--- src/rtl/draw_sequencer.sv ---
// Draw-command sequencer: start-point load, x/y scan with plot, frame hold, done.
// Optional pre-clear pass to black is enabled with DRAW_SEQ_CLEAR_FIRST_EN.
module draw_sequencer #(
    parameter logic [24:0] FRAME_HOLD = 25'd12500000,
    parameter logic [14:0] WATCHDOG   = 15'd20000
) (
    input  logic       clk,
    input  logic       reset,
    input  logic       start,
    input  logic       mode,
    input  logic [4:0] xSelIn,
    input  logic [1:0] ySelIn,
    input  logic [4:0] memSelIn,
    input  logic       screenDone,
    output logic       busy,
    output logic       done,
    output logic       timeout,
    output logic [4:0] xInitSel,
    output logic [1:0] yInitSel,
    output logic       xInitLoad,
    output logic       yInitLoad,
    output logic [1:0] xySel,
    output logic       xLoad,
    output logic       yLoad,
    output logic       xCountUp,
    output logic       yCountUp,
    output logic [4:0] memorySel,
    output logic       plot
);

    typedef enum logic [2:0] {
        IDLE      = 3'd0,
        LOAD_INIT = 3'd1,
        LOAD_XY   = 3'd2,
        PLOT      = 3'd3,
        HOLD      = 3'd4,
        FINISH    = 3'd5
`ifdef DRAW_SEQ_CLEAR_FIRST_EN
        ,
        CLR_XY    = 3'd6,
        CLR_PLOT  = 3'd7
`endif
    } state_t;

    localparam logic [14:0] WD_LAST    = WATCHDOG - 15'd1;
    localparam logic [4:0]  BLACK_SEL  = 5'd1;

    state_t      state;
    logic        modeLat;
    logic [4:0]  memSelLat;
    logic        scanLoad;
    logic        plotPhase;
    logic [14:0] wdCount;
    logic [24:0] holdCount;

    logic        wdExpired;
    logic        holdLast;
    logic        pixelWrite;

    assign wdExpired = (wdCount == WD_LAST);
    assign holdLast  = (26'(holdCount) + 26'd1) >= 26'(FRAME_HOLD);

    // NOTE: plot and the scan loads are gated combinationally by screenDone and the
    // watchdog so the cycle that ends a pass never issues an extra VGA write.
    assign pixelWrite = plotPhase && !screenDone && !wdExpired;
    assign plot       = pixelWrite;
    assign xLoad      = scanLoad || pixelWrite;
    assign yLoad      = scanLoad || pixelWrite;

    always_ff @(posedge clk or posedge reset) begin
        if (reset) begin
            state     <= IDLE;
            modeLat   <= 1'b0;
            memSelLat <= 5'd0;
            xInitSel  <= 5'd0;
            yInitSel  <= 2'd0;
            busy      <= 1'b0;
            done      <= 1'b0;
            timeout   <= 1'b0;
            xInitLoad <= 1'b0;
            yInitLoad <= 1'b0;
            scanLoad  <= 1'b0;
            plotPhase <= 1'b0;
            xySel     <= 2'b00;
            memorySel <= 5'd0;
            xCountUp  <= 1'b0;
            yCountUp  <= 1'b0;
            wdCount   <= 15'd0;
            holdCount <= 25'd0;
        end else begin
            // NOTE: non-blocking assignments throughout; done is a pulse that
            // defaults low every cycle and is raised only on entry to FINISH.
            done <= 1'b0;

            // Shared scan-pass bookkeeping: leave the pass on screenDone or watchdog expiry.
            if (plotPhase) begin
                if (screenDone || wdExpired) begin
                    plotPhase <= 1'b0;
                    xCountUp  <= 1'b0;
                    yCountUp  <= 1'b0;
                    xySel     <= 2'b00;
                    memorySel <= 5'd0;
                end else begin
                    wdCount <= wdCount + 15'd1;
                end
            end

            case (state)
                IDLE: begin
                    if (start) begin
                        modeLat   <= mode;
                        memSelLat <= memSelIn;
                        xInitSel  <= xSelIn;
                        yInitSel  <= ySelIn;
                        timeout   <= 1'b0;
                        busy      <= 1'b1;
                        xInitLoad <= 1'b1;
                        yInitLoad <= 1'b1;
                        state     <= LOAD_INIT;
                    end
                end
                LOAD_INIT: begin
                    xInitLoad <= 1'b0;
                    yInitLoad <= 1'b0;
                    scanLoad  <= 1'b1;
`ifdef DRAW_SEQ_CLEAR_FIRST_EN
                    state     <= CLR_XY;
`else
                    state     <= LOAD_XY;
`endif
                end
                LOAD_XY: begin
                    scanLoad  <= 1'b0;
                    wdCount   <= 15'd0;
                    plotPhase <= 1'b1;
                    xCountUp  <= 1'b1;
                    yCountUp  <= 1'b1;
                    xySel     <= modeLat ? 2'b10 : 2'b01;
                    memorySel <= memSelLat;
                    state     <= PLOT;
                end
                PLOT: begin
                    if (screenDone) begin
                        holdCount <= 25'd0;
                        state     <= HOLD;
                    end else if (wdExpired) begin
                        timeout <= 1'b1;
                        done    <= 1'b1;
                        state   <= FINISH;
                    end
                end
                HOLD: begin
                    if (holdLast) begin
                        done  <= 1'b1;
                        state <= FINISH;
                    end else if (holdCount != '1) begin
                        holdCount <= holdCount + 25'd1;
                    end
                end
                FINISH: begin
                    busy  <= 1'b0;
                    state <= IDLE;
                end
`ifdef DRAW_SEQ_CLEAR_FIRST_EN
                CLR_XY: begin
                    scanLoad  <= 1'b0;
                    wdCount   <= 15'd0;
                    plotPhase <= 1'b1;
                    xCountUp  <= 1'b1;
                    yCountUp  <= 1'b1;
                    xySel     <= modeLat ? 2'b10 : 2'b01;
                    memorySel <= BLACK_SEL;
                    state     <= CLR_PLOT;
                end
                CLR_PLOT: begin
                    if (screenDone) begin
                        scanLoad <= 1'b1;
                        state    <= LOAD_XY;
                    end else if (wdExpired) begin
                        timeout <= 1'b1;
                        done    <= 1'b1;
                        state   <= FINISH;
                    end
                end
`endif
                default: state <= IDLE;
            endcase
        end
    end

endmodule

--- config.mk ---
export PLATFORM = sky130hd
export DESIGN_NAME = draw_sequencer
export DESIGN_NICKNAME = d
export VERILOG_FILES = /design/src/rtl/draw_sequencer.sv
export SDC_FILE = /design/constraint.sdc
export NUM_CORES = 1
export LEC_CHECK = 0
export CAP_MARGIN = 15
export CORE_AREA = 2 2 94 96
export CTS_BUF_LIST = sky130_fd_sc_hd__clkbuf_4 sky130_fd_sc_hd__clkbuf_8
export DETAILED_ROUTE_END_ITERATION = 10
export DIE_AREA = 0 0 96 98
export HOLD_SLACK_MARGIN = 0.06
export PLACE_DENSITY = 0.62
export SKIP_LAST_GASP = 1
export SYNTH_ARGS = -nofsm -noshare
export SYNTH_HDL_FRONTEND = slang
export SYNTH_SLANG_ARGS = --single-unit
--- constraint.sdc ---
create_clock -name clk -period 3.4 [get_ports clk]
set_clock_uncertainty 0.1 [all_clocks]
set_input_delay 0.85 -clock clk [delete_from_list [all_inputs] [get_ports clk]]
set_output_delay 0.85 -clock clk [all_outputs]
set_load 0.01 [all_outputs]
* Word level (Yosys, flattened, before mapping)
Cells that the tools add are included.
Cells by class: $add $sub $neg 3, magnitude comparators 1, equal/unequal tests 16, multiplexer cells 37, reduce and logical (&&, ||, !) cells 22
Operators by type and width (count):
- 2-to-1 mux 25 bit | 3
- one-hot mux 25 bit (2 select lines) | 1
- 2-to-1 mux 15 bit | 3
- adder 25 x 1 -> 26 bit, second input constant | 1
- >= comparator 26 x 24 -> 1 bit, second input constant | 1
- adder 25 x 1 -> 25 bit, second input constant | 1
- != test 25 bit, second input constant | 1
- adder 15 x 1 -> 15 bit, second input constant | 1
- equality test 15 bit, second input constant | 1
- 2-to-1 mux 5 bit | 3
- one-hot mux 3 bit (5 select lines) | 1
- != test 2 bit, second input constant | 7
- nonzero test 2 bit | 7
- 2-to-1 mux 1 bit | 13
- 2-to-1 mux 3 bit | 4
- one-hot mux 1 bit (2 select lines) | 5
- AND reduction 2 bit | 5
- 2-to-1 mux 2 bit | 4
- AND reduction 4 bit | 2
- equality test 3 x 2 -> 1 bit, second input constant | 2
- equality test 3 bit, second input constant | 2
- equality test 3 x 1 -> 1 bit, second input constant | 1
- logical NOT 3 bit | 1
- != test 3 bit, second input constant | 1
- other kinds (5) | 8
Storage, ports and cells: bits in registers 70, input bits 17, output and inout bits 24, word-level logic and storage cells 95

* Logic depth before layout (Yosys ltp)
depth after elaboration 5, depth in mapped cells 11

* Worst setup path before layout
No wires, ideal clock.
kind reg2reg, start point reg holdCount[0], end point reg holdCount[23], setup time 118 ps, data arrival time 2543 ps, data required time 3182 ps, path slack 639 ps, cell stages (with the launch flop) 11, buffers on the path 1, period minus slack after synthesis 2761 ps, cells stage by stage dfrtp_1 > ha_1 > nand4_1 > nor4_2 > nand4_1 > xor2_1 > o22ai_2 > a41o_1 > buf_2 > o311a_1 > a21o_1
On the way: word-level cells in the longest chain between the ends 4, elaborated cells on any way between the ends 10, those cells by class add/sub: 2; order compare: 1; eq/ne: 3; mux: 3; reduce/logical: 1
RTL lines:
- from (decl) | RTL line 54 | logic [24:0] holdCount;
- from (signal assigned) | RTL line 157 | holdCount <= holdCount + 25'd1;
- adder 25 x 1 -> 26 bit or adder 25 x 1 -> 25 bit (tied branches) | RTL line 61, 157
- >= comparator 26 x 24 -> 1 bit or 2-to-1 mux 25 bit (tied branches) | RTL line 61, 156
- != test 2 bit (no line) or 2-to-1 mux 25 bit (tied branches)
- AND reduction 4 bit (no line) or one-hot mux 25 bit (2 select lines) (tied branches)
Parallel ways exist; a longest one is shown, timed or not. The select of a mux whose other input is x is not followed. A chain may end at the register's enable or synchronous reset.

* Worst setup path after layout
start point reg wdCount[0], end point out plot
On the way: word-level cells in the longest chain between the ends 3
RTL lines:
- from (decl) | RTL line 53 | logic [14:0] wdCount;
- from (signal assigned) | RTL line 104 | wdCount <= wdCount + 15'd1;
- equality test 15 bit | RTL line 60 | assign wdExpired = (wdCount == WD_LAST);
- logical NOT 1 bit | RTL line 65 | assign pixelWrite = plotPhase && !screenDone && !wdExpired;
- logical AND 1 bit | RTL line 65
- to (decl) | RTL line 28 | output logic plot
No other way between the ends.

==> flow_summary.json <==
{
  "status": "finished clean",
  "cts_root_buf": "clkbuf_8",
  "placed_cells": 516,
  "seqCellArea_um2": 1752,
  "clock.fmax_mhz": 301.4,
  "globalRoute.totalOverflow": 0,
  "path_class": "reg2out",
  "cpPeakStageDelay_ns": 0.50,
  "avgRoutedWirePerCell_um": 16.10,
  "final_hold_viol_count": 0,
  "synthesis.area_um2": 3735,
  "path_cells": "ha_2 > and4b_1 > nand4_1 > and3b_2 > buf_4 > buf_4 > clkdlybuf4s50_1",
  "grt_pass1_vias": 3025,
  "rsz0062_at_grt": "yes",
  "die_y_um": 98,
  "via_per_inst": 5.605,
  "final_max_slew_viol_count": 0,
  "nets": 441,
  "max_slew_margin_pct": 59.93,
  "async_reset_ff_share_pct": 100.0,
  "die_w_um": 96,
  "crit_top_cell": "buf_4",
  "multi_input_area_um2": 1833,
  "cts_hold_buf": 0,
  "ff2ff_setup_slack_ns": 0.42,
  "synthFlopType": "dfrtp_1",
  "syn_nets": 397,
  "p_total_mw": 2.998,
  "avgSynthCellArea_um2": 9.907,
  "num_rows": 34,
  "timing.final.crit_share_pct": 97.60,
  "worst_slack_ns": 0.08167,
  "syn2layout_area_growth_pct": 21.51,
  "ys_seq_area_share_pct": 46.90,
  "post-route-min-period_ns": 3.318,
  "worstPathArrival_ns": 2.37,
  "boundaryPins": 41,
  "gr-usage-all-layers_pct": 19.68,
  "leakage_nw": 2.067,
  "cts_tree": "yes",
  "grt_max_degree": 39,
  "cap_violations": 0,
  "ir_drop_uv": 554.0,
  "min_path_type": "reg2reg",
  "tightest_slew_ns": 0.6010,
  "endpoint_kind": "output port",
  "wl_um": 8599,
  "critPathMaxFanout": 5,
  "drive_gt1_share_pct": 15.26,
  "cts_buffers": 9,
  "num_vias": 2993,
  "start_util_pct": 44.12,
  "pre_cts_ws_ns": 0.1462,
  "dieArea_um2": 9408,
  "required_ns": 2.45,
  "synth_cells": 377,
  "crit_path_start_kind": "flop",
  "drc": 0,
  "n_antenna_cell": 0,
  "max-clock-path-buffers": 2,
  "hpwl_um": 5924,
  "gp_congestion": 0.9072,
  "setup_viol": 0,
  "core_area_um2": 8466,
  "synth_edf_count": 0,
  "clk_pin_slew_worst_paths_ns": 0.08,
  "grt_pass1_wl_um": 14810,
  "ant_nets": 0,
  "fin_util_pct": 53.61,
  "yosys_warnings": 0,
  "finalNonFillerCells": 534,
  "clkSinkCount": 70,
  "drt_iter0_drc": 103,
  "dr.pass1.iters": 4,
  "clk_latency_ns": 0.35,
  "io_buffers": 40,
  "ys_types": 58,
  "slowest_stage": "clkdlybuf4s50_1",
  "htree_num_levels": 3,
  "whs_ns": 0.4079,
  "antenna_found_initial": 0,
  "power.density_nw_per_um2": 660.5,
  "synth-seq-cells": 70,
  "fillers": 758
}
cell type report:
cell class                 count  share of cell area [%]
multi-input combinational    274                   40.39
sequential                    70                   38.60
timing repair buffer          59                   12.08
tap                          108                   2.978
clock buffer                   9                   2.730
clock inverter                 7                   2.647
inverter                       7                  0.5790
placed cells by master (no fill, tap or decap), types with 3 or more instances in the layout:
master	count
o211ai_1	3
nand2b_1	3
inv_1	6
o31ai_1	3
mux2_2	14
and4_1	3
nor3_1	11
a22oi_1	4
a31o_2	3
o211a_1	4
bufinv_16	3
xor2_1	13
a21o_1	5
clkbuf_8	9
clkdlybuf4s50_1	38
a21oi_1	11
or3_1	6
xnor2_1	10
a22o_1	11
nor4_1	3
and3_1	13
nand4_1	17
dfrtp_1	70
o21ai_0	14
nand2_1	30
nand3_1	16
and2_1	6
nor2_1	30
buf_4	19
worst paths after layout:
check,startpoint,to,cells past startpoint
max,wdCount[0],plot,7
max reg2reg,holdCount[0],holdCount[6],10
max in group asynchronous,reset,done,3
min reg2reg,memorySel[3],memorySel[3],1
min,memorySel[3],memorySel[3],1
min in group asynchronous,reset,wdCount[14],3
critical path, delay by kind of cell (launching register included):
kind / cells / cell delay (ns)
flip-flops: 1 / 0.43
adder cells (fa/ha/maj): 1 / 0.22
AND/OR/NAND/NOR: 3 / 0.63
buffers and inverters: 3 / 0.75
synthesized netlist by cell type, types with 3 or more instances:
library cell	instances	area share, %
a21o_1	5	1.0
a21oi_1	11	1.5
a22o_1	11	2.6
a22oi_1	4	0.80
a31o_2	3	0.70
and2_1	6	1.0
and3_1	13	2.2
and4_1	3	0.70
buf_2	7	0.94
buf_4	5	1.0
clkbuf_1	13	1.3
dfrtp_1	70	47
ha_1	3	1.0
inv_1	7	0.70
mux2_2	14	4.2
nand2_1	30	3.0
nand2b_1	3	0.50
nand3_1	16	2.1
nand4_1	17	2.8
nor2_1	30	3.0
nor3_1	12	1.6
nor4_1	3	0.50
o211a_1	4	1.1
o211ai_1	3	0.60
o21ai_0	14	1.9
o31ai_1	3	0.60
or3_1	6	1.0
xnor2_1	10	2.3
xor2_1	13	3.0
report_power, final:
group / internal, mW / switching [mW]
clock network: 0.491 / 0.348
logic: 0.501 / 0.448
registers: 1.03 / 0.183
total: 2.02 / 0.979
repair_timing:
| action | in CTS | in global routing |
|---|---|---|
| setup buffers | 0 | 2 |
| hold endpoints to repair | 0 | 0 |
| resized for setup | 0 | 4 |
| setup endpoints to repair | 0 | 2 |
registers in the layout, indices dropped and copies added, names as in the netlist, 2 cells and up:
signal	flops
memorySel	5
wdCount	15
holdCount	25
yInitSel	2
memSelLat	5
xInitSel	5
state	3
xySel	2
stage by stage:
| stage | TNS, ns | cell area (um2) |
|---|---|---|
| 6_report | 0 | 4538 |
| 5_1_grt | -0.05614 | 4538 |
| 4_1_cts | 0 | 4514 |
| 3_5_place_dp | 0 | 4270 |
| 3_3_place_gp | 0 | 4270 |
| 2_1_floorplan | 0 | 3735 |
per-layer routing:
metal / track usage, % / part of all wire [%] / vias up / wire length (um)
met5: 0 / 0 / - / 0
met4: 6.044 / 0.56 / 0 / 48
met3: 5.015 / 3.8 / 6 / 328
met2: 31.25 / 50 / 54 / 4257
met1: 26.29 / 46 / 1469 / 3965
li1: - / - / 1464 / -
logic make-up after synthesis:
| family | count (synthesis) | synth area share (%) |
|---|---|---|
| xor gates and xnor gates | 23 | 5.394 |
| AOI/OAI and AO/OA | 78 | 15.71 |
| muxes | 15 | 4.489 |
| and+or+nand+nor | 155 | 22.25 |
| DFF | 70 | 46.90 |
| adders and majority gates | 3 | 1.005 |
| buffers and inverters | 33 | 4.255 |
Power figures use the tool's default switching activity.
